<file path="src/rtl/core_ctrl.sv">
// core_ctrl: convolution layer sequencer. Walks every output position and
// issues MAC enables with source/parameter addresses, then waits out the
// MAC latency and the output unit before moving on.
//
// Ports:
//   clk, rst_n        clock, async active-low reset
//   run               layer enable; low aborts to IDLE
//   s_init            start a layer pass (IDLE only)
//   out_busy          output unit draining (checked in WAIT only)
//   id, ks            last channel index, last kernel index
//   ow, oh            last output column / row index
//   is, ip            input row stride, input plane size (words)
//   exec, k_init      MAC enable, accumulator clear
//   ia, wa            source / parameter buffer addresses
//   k_fin, s_fin      position done, layer pass done
//   busy              controller not idle
module core_ctrl #(
    parameter int LAT = 3
) (
    input  logic        clk,
    input  logic        rst_n,
    input  logic        run,
    input  logic        s_init,
    input  logic        out_busy,
    input  logic [3:0]  id,
    input  logic [9:0]  ks,
    input  logic [9:0]  ow,
    input  logic [9:0]  oh,
    input  logic [9:0]  is,
    input  logic [11:0] ip,
    output logic        exec,
    output logic        k_init,
    output logic [11:0] ia,
    output logic [9:0]  wa,
    output logic        k_fin,
    output logic        s_fin,
    output logic        busy
);

    typedef enum logic [1:0] {IDLE, RUN, DRAIN, WAIT} state_t;

    localparam logic [3:0] DLAST = 4'(LAT - 1);

    state_t      state_q, state_d;
    logic [9:0]  x_q, x_d, y_q, y_d;
    logic [9:0]  kx_q, kx_d, ky_q, ky_d;
    logic [3:0]  c_q, c_d;
    logic [3:0]  dcnt_q, dcnt_d;
    logic [11:0] pos_q, pos_d;
    logic [11:0] plane_q, plane_d;
    logic [11:0] row_q, row_d;
    logic [11:0] ia_q, ia_d;
    logic [9:0]  wa_q, wa_d;
    logic        exec_q, exec_d;
    logic        kinit_q, kinit_d;
    logic        kfin_q, kfin_d;
    logic        sfin_q, sfin_d;
    logic        busy_q, busy_d;

    logic [11:0] is_w;
    logic [11:0] next_pos;
    logic        x_last;

    assign is_w   = {2'b00, is};
    assign x_last = (x_q == ow);
    // End of a row jumps to the start of the next one: pos + is - ow.
    assign next_pos = x_last ? (pos_q + is_w - {2'b00, ow})
                             : (pos_q + 12'd1);

    always_comb begin
        state_d = state_q;
        x_d     = x_q;
        y_d     = y_q;
        kx_d    = kx_q;
        ky_d    = ky_q;
        c_d     = c_q;
        dcnt_d  = dcnt_q;
        pos_d   = pos_q;
        plane_d = plane_q;
        row_d   = row_q;
        ia_d    = ia_q;
        wa_d    = wa_q;
        exec_d  = 1'b0;
        kinit_d = 1'b0;
        sfin_d  = 1'b0;

        unique case (state_q)
            IDLE: begin
                if (s_init) begin
                    state_d = RUN;
                    x_d     = '0;
                    y_d     = '0;
                    kx_d    = '0;
                    ky_d    = '0;
                    c_d     = '0;
                    pos_d   = '0;
                    plane_d = '0;
                    row_d   = '0;
                    ia_d    = '0;
                    wa_d    = '0;
                    exec_d  = 1'b1;
                    kinit_d = 1'b1;
                end
            end
            RUN: begin
                if (kx_q < ks) begin
                    kx_d   = kx_q + 10'd1;
                    ia_d   = ia_q + 12'd1;
                    wa_d   = wa_q + 10'd1;
                    exec_d = 1'b1;
                end else if (ky_q < ks) begin
                    kx_d   = '0;
                    ky_d   = ky_q + 10'd1;
                    row_d  = row_q + is_w;
                    ia_d   = row_q + is_w;
                    wa_d   = wa_q + 10'd1;
                    exec_d = 1'b1;
                end else if (c_q < id) begin
                    kx_d    = '0;
                    ky_d    = '0;
                    c_d     = c_q + 4'd1;
                    plane_d = plane_q + ip;
                    row_d   = plane_q + ip;
                    ia_d    = plane_q + ip;
                    wa_d    = wa_q + 10'd1;
                    exec_d  = 1'b1;
                end else begin
                    state_d = DRAIN;
                    dcnt_d  = DLAST;
                end
            end
            DRAIN: begin
                if (dcnt_q == 4'd0) begin
                    state_d = WAIT;
                end else begin
                    dcnt_d = dcnt_q - 4'd1;
                end
            end
            WAIT: begin
                if (!out_busy) begin
                    if (x_last && (y_q == oh)) begin
                        state_d = IDLE;
                        sfin_d  = 1'b1;
                    end else begin
                        state_d = RUN;
                        x_d     = x_last ? 10'd0 : x_q + 10'd1;
                        y_d     = x_last ? y_q + 10'd1 : y_q;
                        kx_d    = '0;
                        ky_d    = '0;
                        c_d     = '0;
                        pos_d   = next_pos;
                        plane_d = next_pos;
                        row_d   = next_pos;
                        ia_d    = next_pos;
                        wa_d    = '0;
                        exec_d  = 1'b1;
                        kinit_d = 1'b1;
                    end
                end
            end
            default: state_d = IDLE;
        endcase

        // k_fin marks the last DRAIN cycle, LAT cycles after the last MAC.
        kfin_d = (state_d == DRAIN) && (dcnt_d == 4'd0);

        if (!run) begin
            state_d = IDLE;
            x_d     = '0;
            y_d     = '0;
            kx_d    = '0;
            ky_d    = '0;
            c_d     = '0;
            dcnt_d  = '0;
            pos_d   = '0;
            plane_d = '0;
            row_d   = '0;
            ia_d    = '0;
            wa_d    = '0;
            exec_d  = 1'b0;
            kinit_d = 1'b0;
            kfin_d  = 1'b0;
            sfin_d  = 1'b0;
        end

        // busy covers the s_fin cycle so the pass ends cleanly.
        busy_d = (state_d != IDLE) || sfin_d;
    end

    always_ff @(posedge clk or negedge rst_n) begin
        if (!rst_n) begin
            state_q <= IDLE;
            x_q     <= '0;
            y_q     <= '0;
            kx_q    <= '0;
            ky_q    <= '0;
            c_q     <= '0;
            dcnt_q  <= '0;
            pos_q   <= '0;
            plane_q <= '0;
            row_q   <= '0;
            ia_q    <= '0;
            wa_q    <= '0;
            exec_q  <= 1'b0;
            kinit_q <= 1'b0;
            kfin_q  <= 1'b0;
            sfin_q  <= 1'b0;
            busy_q  <= 1'b0;
        end else begin
            state_q <= state_d;
            x_q     <= x_d;
            y_q     <= y_d;
            kx_q    <= kx_d;
            ky_q    <= ky_d;
            c_q     <= c_d;
            dcnt_q  <= dcnt_d;
            pos_q   <= pos_d;
            plane_q <= plane_d;
            row_q   <= row_d;
            ia_q    <= ia_d;
            wa_q    <= wa_d;
            exec_q  <= exec_d;
            kinit_q <= kinit_d;
            kfin_q  <= kfin_d;
            sfin_q  <= sfin_d;
            busy_q  <= busy_d;
        end
    end

    assign exec   = exec_q;
    assign k_init = kinit_q;
    assign ia     = ia_q;
    assign wa     = wa_q;
    assign k_fin  = kfin_q;
    assign s_fin  = sfin_q;
    assign busy   = busy_q;

endmodule

</file>
<file path="config.mk">
export PLATFORM = sky130hd
export DESIGN_NAME = core_ctrl
export DESIGN_NICKNAME = d
export VERILOG_FILES = /design/src/rtl/core_ctrl.sv
export SDC_FILE = /design/constraint.sdc
export NUM_CORES = 1
export LEC_CHECK = 0
export BUFFER_PORTS_ARGS = -buffer_cell sky130_fd_sc_hd__buf_2
export CAP_MARGIN = 30
export CORE_UTILIZATION = 30
export DETAILED_ROUTE_END_ITERATION = 7
export PLACE_DENSITY_LB_ADDON = 0.1
export SLEW_MARGIN = 20
export SYNTH_ARGS = -nofsm -noshare
export SYNTH_HDL_FRONTEND = slang
export SYNTH_SLANG_ARGS = --single-unit
</file>
<file path="constraint.sdc">
create_clock -name clk -period 6.6 [get_ports clk]
set_input_delay 0.66 -clock clk [delete_from_list [all_inputs] [get_ports clk]]
set_output_delay 0.66 -clock clk [all_outputs]
set_load 0.05 [all_outputs]
</file>
# Word level (Yosys, flattened, before mapping)
# Index checks and enable logic that the tools add are counted.
dict set report totals {
  reg_bits 113
  latch_bits 0
  mem_bits_rw 0
  romBits 0
  inputBits 61
  out_inout_bits 27
  memories 0
}
dict set report classes {
  add_sub_neg 13
  multipliers 0
  div_mod_pow 0
  n_lt_le_gt_ge 3
  eq_ne 17
  n_shift 0
  muxes 83
  bitwise_logic 0
  n_reduce_logical 12
}
# cell n
set ops {}
lappend ops {{10-bit two-way mux} 22}
lappend ops {{12-bit two-way mux} 14}
lappend ops {{12-bit case mux with 3 select lines} 3}
lappend ops {{10-bit case mux with 3 select lines} 3}
lappend ops {{10-bit by 1-bit adder with 10-bit output, second input constant} 5}
lappend ops {{4-bit two-way mux} 12}
lappend ops {{10-bit case mux with 2 select lines} 2}
lappend ops {{12-bit by 1-bit adder with 12-bit output, second input constant} 2}
lappend ops {{12-bit by 10-bit adder with 12-bit output} 2}
lappend ops {{12-bit case mux with 2 select lines} 1}
lappend ops {{3-bit != test, second input constant} 7}
lappend ops {{10-bit equality test} 2}
lappend ops {{10-bit less-than comparator} 2}
lappend ops {{1-bit two-way mux} 14}
lappend ops {{2-bit two-way mux} 7}
lappend ops {{12-bit adder} 1}
lappend ops {{4-bit case mux with 3 select lines} 1}
lappend ops {{12-bit by 10-bit subtractor with 12-bit output} 1}
lappend ops {{5-bit AND reduction} 2}
lappend ops {{4-bit zero test} 2}
lappend ops {{2-bit case mux with 4 select lines} 1}
lappend ops {{4-bit case mux with 2 select lines} 1}
lappend ops {{7-bit AND reduction} 1}
lappend ops {{2-bit equality test, second input constant} 3}
lappend ops {{16 further kinds} 17}

# Longest topological paths before layout
# Gate-level depths: netlist of run 1.
dict set report depth {
  depth_word 8
  depth_mapped 14
}

# Worst setup path before layout of run 1
# OpenSTA, ideal clock, no wires.
dict set report synth_path {
  kind {input port to flip-flop}
  startpoint {input is[2]}
  endpoint {register row_q[8]}
  setup_ns 0.121
  arrival_ns 3.170
  t_required_ns 6.479
  setup_slack_ns 3.309
  cell_stages 12
  path_cell_list {inv_1 -> fa_1 -> inv_1 -> ha_1 -> nor2b_1 -> o31a_1 -> o31a_1 -> o31a_1 -> xor2_1 -> o211ai_1 -> o221ai_1 -> a22o_1}
}
dict set report synth_via {
  elab_chain_len 7
}
# element line_no
set synth_lines {}
lappend synth_lines {{start: declaration} 29} ;# input logic [9:0] is,
lappend synth_lines {{12-bit by 10-bit adder with 12-bit output} 67} ;# assign next_pos = x_last ? (pos_q + is_w - {2'b00, ow})
lappend synth_lines {{12-bit by 10-bit subtractor with 12-bit output} 67}
lappend synth_lines {{12-bit two-way mux} 67}
lappend synth_lines {{12-bit two-way mux} 141} ;# if (x_last && (y_q == oh)) begin
lappend synth_lines {{12-bit two-way mux} 140} ;# if (!out_busy) begin
lappend synth_lines {{12-bit case mux with 3 select lines *} 87} ;# unique case (state_q)
lappend synth_lines {{12-bit two-way mux *} 167} ;# if (!run) begin
lappend synth_lines {{end signal: assignment} 219} ;# row_q <= row_d;
lappend synth_lines {{end: declaration} 51} ;# logic [11:0] row_q, row_d;
# Every way passes the cells marked *; elsewhere a longest branch is shown, timed or not. The select of a mux whose other input is x is not followed.
# A chain may end at the register's enable or synchronous reset.

# Final worst setup path of run 1
dict set report layout_path {
  startpoint {register ky_q[6]}
  endpoint {register ky_q[8]}
}
dict set report layout_via {
  elab_chain_len 5
}
# element line_no
set layout_lines {}
lappend layout_lines {{start: declaration} 46} ;# logic [9:0] kx_q, kx_d, ky_q, ky_d;
lappend layout_lines {{start signal: assignment} 214} ;# ky_q <= ky_d;
lappend layout_lines {{10-bit by 1-bit adder with 10-bit output / 10-bit less-than comparator (equally long branches)} {113, 111}}
lappend layout_lines {{10-bit two-way mux} 111} ;# end else if (ky_q < ks) begin
lappend layout_lines {{10-bit two-way mux} 106} ;# if (kx_q < ks) begin
lappend layout_lines {{10-bit case mux with 3 select lines} 87}
lappend layout_lines {{10-bit two-way mux} 167}
# Parallel ways exist; a longest one is shown, timed or not. The select of a mux whose other input is x is not followed.

==> summary.txt, run 1 <==
Setup path
  – WP depth: 9
  – Slowest-stage cell, CP: a21o_1
  – Startpoint types: flop
  – Reg2Reg Depth: 9
  – Critical-path cell list: ha_1 > and3_1 > a2111o_1 > a21oi_1 > a21o_1 > o21ai_0 > a21o_1 > or4_1 > a21oi_1
  – Max stage delay on crit path: between 0.7 and 0.8 ns
  – Crit-path leading delay family: compound AO/OA/AOI/OAI gates
  – CP endpoint: ky_q[8]$_DFFE_PN0P_
  – Crit path required time: 6.93 ns
  – Crit-path max FO: 25
  – R2r setup slk: 2.77 ns
  – Critical Path AT: 4.16 ns
  – CP endpoint kind: flop
  – Worst r2r dst: ky_q[8]$_DFFE_PN0P_
  – Buf/Inv on CP: 0
  – Reg2Reg Launch Point: ky_q[6]$_DFFE_PN0P_
  – WS Path Type: reg -> reg
  – Critical Path Start: ky_q[6]$_DFFE_PN0P_

Route
  – Vias: a little under 8k
  – Vias per Instance: between 5 and 6
  – Final antenna-violating net count: 0
  – Final wirelength: 26100 um
  – First-pass detailed-route iteration total: 5
  – Routed wire length per instance: 17.26 um
  – DRC errors left: 0
  – 1st-iter DRT viols: 278

CTS
  – CTS Buf Count: 17
  – Clock slew at reported path FFs: roughly 0.06 ns
  – Postcts setup bufs: 0
  – Root buffer cell: clkbuf_16
  – # clock sinks: between 100 and 150
  – Worst-Skew Late Latency: 0.42 ns
  – CTS tree: done
  – Hold buffers post-CTS: 0
  – Max clock buf depth: 2
  – Clock H-tree levels: 4
  – PostCTS Resize Cnt: 0

STA
  – Slew @ Worst Pin: 0.9417 ns
  – Max-slew violation count: 0
  – RSZ-0062 raised after global routing: no
  – Setup TNS: 0 ns
  – Final Skew: 0.01414 ns
  – Slew margin rel.: 0.3664
  – Setup-failing EPs final: 0
  – Max Clk Rate: 0.2611 GHz
  – Final Cycle Share: 0.5803
  – Tmin final: between 3 and 4 ns
  – Final hold vios: 0

Job
  – Max_cap viols: 0

Yosys
  – Post-synthesis cell count: 1040
  – Post-synth EDFFs: 0
  – Syn Std Cell Area: 8676 sq um
  – Post-synth top area cell: dfrtp_1
  – Count leader, synth: dfrtp_1
  – Avg Inst Size Synth: roughly 8.3 sq um
  – Synth Warn #: 0
  – #FFs+latches synth: 113
  – Post-synthesis sequential area ratio: 0.3259
  – Top FF cell, synth: dfrtp_1
  – Post-synth cell types: 60
  – FFs w/ async S/R, synth: 1.000
  – Top cells by area, synth: dfrtp_1 (33%), ha_1 (9.7%), o21ai_0 (6.5%), xnor2_1 (5.4%), nand2_1 (4.6%)
  – Area share of the largest cell type after synthesis: 0.3259
  – Syn nets: 1180
  – Top cells by count, synth: dfrtp_1 (113), o21ai_0 (112), nand2_1 (107)

Global route
  – Largest net degree at the start of global routing: 52
  – Vias in the first global route: 7413
  – First-pass GRT wire length: 41350 um
  – Total congestion overflow: 0
  – Initial antenna violation count: 0
  – Total track usage: 0.1838

Finish
  – Core Util, Final: 0.3599
  – Filler cells: 2995
  – Nets: 1262
  – # diodes: 0
  – Layout area overhead: 16.53%
  – Ratio of cells with drive above 1 in the final layout: 0.1270

Floorplanning
  – Die Y: around 170 um
  – Core ar.: 28090 sq um
  – Row cnt: 61
  – Die X: between 150 and 200 um
  – IO Pins: 88
  – Die Area: 29600 sq um
  – Initial Util: 0.3089

Placed design
  – DP HPWL: 19940 um
  – Port bufs: 87
  – Final GP Congestion: about 0.8

Min path
  – Worst hold-check path type: in -> async

Pwr
  – Pwr Density: approximately 270 nW/um^2
  – P_leak: 4.644 nW
  – Worst vdd ir: 0.0001636 V

Run status
  – Status: finished, final reports clean
## where the power goes
part	switching (mW)	internal, mW	total [mW]
combinational	0.666	0.340	1.01
sequential	0.0677	0.761	0.829
clock	0.346	0.530	0.877
total	1.08	1.63	2.71
## cells by family after synthesis
| group | Yosys count | share of synthesized area |
|---|---|---|
| xor+xnor | 77 | 0.07773 |
| mux | 15 | 0.01832 |
| fa+ha+maj | 79 | 0.1243 |
| simple gates | 345 | 0.1858 |
| compound gates | 300 | 0.2181 |
| flops | 113 | 0.3259 |
| buf+inv | 111 | 0.04990 |
## routing by layer
metal | routed length (um) | global-route usage | vias up
li1 | - | - | 3867
met1 | 13230 | 0.2594 | 3668
met2 | 11420 | 0.2882 | 144
met3 | 1071 | 0.03021 | 21
met4 | 369 | 0.05002 | 0
met5 | 0 | 0 | -
## how the worst min path moves through the flow
stage	from	to	slack [ns]
floorplan	rst_n	busy$_DFF_PN0_	0.36
global placement	plane_q[7]$_DFFE_PN0P_	plane_q[7]$_DFFE_PN0P_	0.47
detailed placement	row_q[4]$_DFFE_PN0P_	row_q[4]$_DFFE_PN0P_	0.48
CTS	rst_n	row_q[2]$_DFFE_PN0P_	0.26
global route	rst_n	row_q[2]$_DFFE_PN0P_	0.30
finish	rst_n	row_q[2]$_DFFE_PN0P_	0.25
## metrics by stage
step | hold WS, ns | cells | setup slack, ns | cell area, sq um | total power, mW
global route | 0.2958 | 1512 | 2.488 | 10110 | 2.883
CTS | 0.2631 | 1511 | 2.774 | 10100 | 2.743
detailed placement | 0.4811 | 1480 | 2.444 | 9552 | 1.846
floorplan | 0.3644 | 1040 | 3.309 | 8676 | 1.533
finish | 0.2534 | 1512 | 2.770 | 10110 | 2.711
global placement | 0.4743 | 1477 | 2.482 | 9498 | 1.835
## layout make-up
class / instances / area (sq um) / area share
repair buffers: 96 / 540.5 / 0.05347
clock inverters: 11 / 90.09 / 0.008911
flip-flops and latches: 113 / 2828 / 0.2797
clock buffers: 20 / 456.7 / 0.04517
inverters: 78 / 292.8 / 0.02896
well taps: 378 / 473.0 / 0.04678
multi-input cells: 816 / 5429 / 0.5370
## cells in the final DEF (no fill, tap or decap), drive strengths merged, types with 11 or more instances in the layout
master  netlist  final
o21a         14     14
o31ai        15     15
a211oi       11     11
nand2       107    107
dfrtp       113    113
nor2         87     87
xor2         24     24
o211ai       11     11
xnor2        53     53
a21o         15     15
clkbuf       20     20
nor2b        15     15
and3         20     20
nand3        47     47
o21ai       113    113
ha           67     67
nor3         17     17
inv          78     78
fa           12     12
a21oi        58     58
nand4        16     16
buf          13     96
## registers in the layout, indices dropped and copies added (netlist names)
register	flops
ky_q	10
s_fin	1
busy	1
c_q	4
exec	1
plane_q	12
dcnt_q	4
ia	12
k_fin	1
y_q	10
pos_q	12
wa	10
k_init	1
x_q	10
row_q	12
kx_q	10
state_q	2
Note: power is estimated with default switching activity, not from simulation.
==> run 2, diff against run 1 <==
==> constraint.sdc (replaced) <==
create_clock -name clk -period 3.7 [get_ports clk]
set_input_delay 0.37 -clock clk [delete_from_list [all_inputs] [get_ports clk]]
set_output_delay 0.37 -clock clk [all_outputs]
set_load 0.05 [all_outputs]
==> summary.txt, run 2 (same netlist as run 1, synthesis figures left out) <==
Setup path
  – Most common cell type on the critical path: o31a_1
  – Crit-path max FO: 6 (-76%)
  – Startpoint types: flop
  – Crit-path leading delay family: compound AO/OA/AOI/OAI gates
  – Buf/Inv on CP: 2 (+2)
  – CP endpoint kind: flop
  – Crit path required time: 4.00 ns (-2.93 ns)
  – WS Path Type: reg -> reg
  – Max stage delay on crit path: 0.48 ns (-0.23 ns)
  – Critical-path cell list: inv_1 > fa_1 > inv_1 > ha_1 > nor2b_1 > o31a_1 > o31a_1 > o31a_1 > xor2_1 > o211ai_1 > o221ai_1 > a22o_1
  – Slowest-stage cell, CP: fa_1
  – Critical Path AT: 3.68 ns (-0.48 ns)

Finish
  – Filler cells: 3007 (+0.40%)
  – # diodes: 0 (unchanged)
  – Design Area, Final: 10260 sq um (+1.5%)
  – Layout area overhead: 18.23%
  – Ratio of cells with drive above 1 in the final layout: 0.1374 (+0.01041)
  – Most frequent cells in the layout: dfrtp_1 (113), o21ai_0 (112), nand2_1 (107)
  – Nets: 1278 (+1.3%)
  – Most common cell after layout, fill and taps aside: dfrtp_1

Route
  – Vias: 7649 (-0.66%)
  – Vias per Instance: 5.006 (-1.7%)
  – Final wirelength: 25900 um (-0.75%)
  – First-pass detailed-route iteration total: 6 (+1)
  – 1st-iter DRT viols: 317 (+14%)
  – Routed wire length per instance: 16.95 um (-1.8%)
  – DRC errors left: 0 (unchanged)
  – Final antenna-violating net count: 0 (unchanged)

STA
  – Setup TNS: 0 ns (unchanged)
  – Slew margin rel.: 0.4244 (+0.05793)
  – RSZ-0062 raised after global routing: no
  – Slew @ Worst Pin: 0.8603 ns (-0.08139 ns)
  – Tmin final: 3.373 ns (-0.4565 ns)
  – Final Skew: 0.01057 ns (-0.003565 ns)
  – Max-slew violation count: 0 (unchanged)
  – Max Clk Rate: 0.2965 GHz (+14%)
  – Final hold vios: 0 (unchanged)
  – Setup-failing EPs final: 0 (unchanged)
  – Final Cycle Share: 0.9117 (+0.3314)

Floorplanning
  – Die Area: 29600 sq um (unchanged)
  – Row cnt: 61 (unchanged)
  – Die Y: 172.1 um (unchanged)
  – Die X: 172.1 um (unchanged)
  – Core ar.: 28090 sq um (unchanged)
  – Initial Util: 0.3089 (unchanged)
  – IO Pins: 88 (unchanged)

Placed design
  – DP HPWL: 20040 um (+0.51%)
  – Post-DP Area: 9661 sq um (+1.1%)
  – Final GP Congestion: 0.7880 (-1.8%)
  – Port bufs: 87 (unchanged)

Run status
  – Status: finished, final reports clean

Min path
  – Worst hold-check path type: in -> async

Global route
  – Largest net degree at the start of global routing: 60 (+15%)
  – Grt met2 use: 0.2966 (+0.008415)
  – First-pass GRT wire length: 41550 um (+0.48%)
  – Global Route met3 Usage: 0.02106 (-0.009155)
  – Gr busiest metal: met2
  – Total track usage: 0.1839 (about the same)
  – Vias in the first global route: 7448 (+0.47%)
  – Met1 Use GR: 0.2593 (about the same)
  – Initial antenna violation count: 0 (unchanged)
  – Total congestion overflow: 0 (unchanged)

Pwr
  – Seq pwr share: 0.296 (-0.010)
  – Worst vdd ir: 0.0002363 V (+44%)
  – P_leak: 4.736 nW (+2.0%)
  – Gate power share: 0.362 (-0.009)
  – Power Internal: 3.076 mW (+89%)
  – Clk pwr share: 0.342 (+0.019)
  – Pwr Density: 486.8 nW/um^2 (+82%)
  – Switching share of total power: 0.3840 (-0.01436)
  – NetSw: 1.918 mW (+78%)

Job
  – Max_cap viols: 0 (unchanged)

CTS
  – # clock sinks: 113 (unchanged)
  – CTS tree: done
  – Postcts setup bufs: 0 (unchanged)
  – Root buffer cell: clkbuf_16
  – Max clock buf depth: 2 (unchanged)
  – Clock slew at reported path FFs: 0.06 ns (about the same)
  – Clock H-tree levels: 4 (unchanged)
  – PostCTS Resize Cnt: 0 (unchanged)
  – Worst-Skew Late Latency: 0.42 ns (about the same)
  – CTS Buf Count: 17 (unchanged)
  – Hold buffers post-CTS: 0 (unchanged)
[run 2: cell types whose count changed in the layout (fill, tap and decap cells not counted), sizes merged]
cell and delta:
buf +16, bufinv +2, clkbuf +2, clkinv -2
clkinvlp -2
[run 2: per-layer routing]
metal | vias up | wire length, um | share of wire
met1 | 3638 | 13220 | 0.51
met4 | 0 | 235 | 0.0091
li1 | 3893 | - | -
met2 | 103 | 11720 | 0.45
met5 | - | 0 | 0
met3 | 15 | 719 | 0.028
[run 2: area by class of cell]
class                      count  area [sq um]  share of cell area
multi-input combinational    816          5429              0.5293
sequential                   113          2828              0.2757
timing repair buffer         112         638.1             0.06221
tap                          378         473.0             0.04611
clock buffer                  22         464.2             0.04526
inverter                      78         292.8             0.02854
clock inverter                 9         132.6             0.01293
[run 2: final timing paths]
check,start,end,slack [ns],depth (start not counted)
hold reg to reg,row_q[3]$_DFFE_PN0P_,row_q[3]$_DFFE_PN0P_,0.48,2
hold / removal,rst_n,row_q[1]$_DFFE_PN0P_,0.03,1
setup reg to reg,pos_q[2]$_DFFE_PN0P_,row_q[8]$_DFFE_PN0P_,0.33,12
min in group clk,out_busy,s_fin$_DFF_PN0_,0.21,2
max in group asynchronous,rst_n,wa[2]$_DFFE_PN0P_,2.86,2
setup / recovery,pos_q[2]$_DFFE_PN0P_,row_q[8]$_DFFE_PN0P_,0.33,12
[run 2: power groups by stage]
stage | logic [mW] | clock network, mW | registers (mW)
floorplan | 1.15 | 0 | 1.58
global placement | 1.83 | 0 | 1.50
detailed placement | 1.82 | 0 | 1.50
CTS | 1.83 | 1.75 | 1.48
global route | 2.03 | 1.81 | 1.49
finish | 1.81 | 1.71 | 1.48
[run 2: stage by stage]
| stage | setup slack (ns) | total power, mW | util | cells | hold slack, ns |
|---|---|---|---|---|---|
| floorplan | 0.6567 | 2.735 | - | 1040 | 0.07441 |
| global placement | 0.3247 | 3.328 | 0.3440 | 1497 | 0.4693 |
| detailed placement | 0.2842 | 3.318 | 0.3440 | 1497 | 0.4765 |
| CTS | 0.3303 | 5.056 | 0.3652 | 1528 | 0.07063 |
| global route | 0.1087 | 5.330 | 0.3652 | 1528 | 0.1046 |
| finish | 0.3269 | 4.994 | 0.3652 | 1528 | 0.03477 |
[run 2: worst register-to-register path, delay by kind of cell (launching register included)]
kind                     cells  cell delay, ns
buffers and inverters        2            0.14
AO/OA/AOI/OAI                6            1.57
adder cells (fa/ha/maj)      2            0.81
XOR/XNOR                     1            0.14
AND/OR/NAND/NOR              1            0.16
flip-flops                   1            0.43
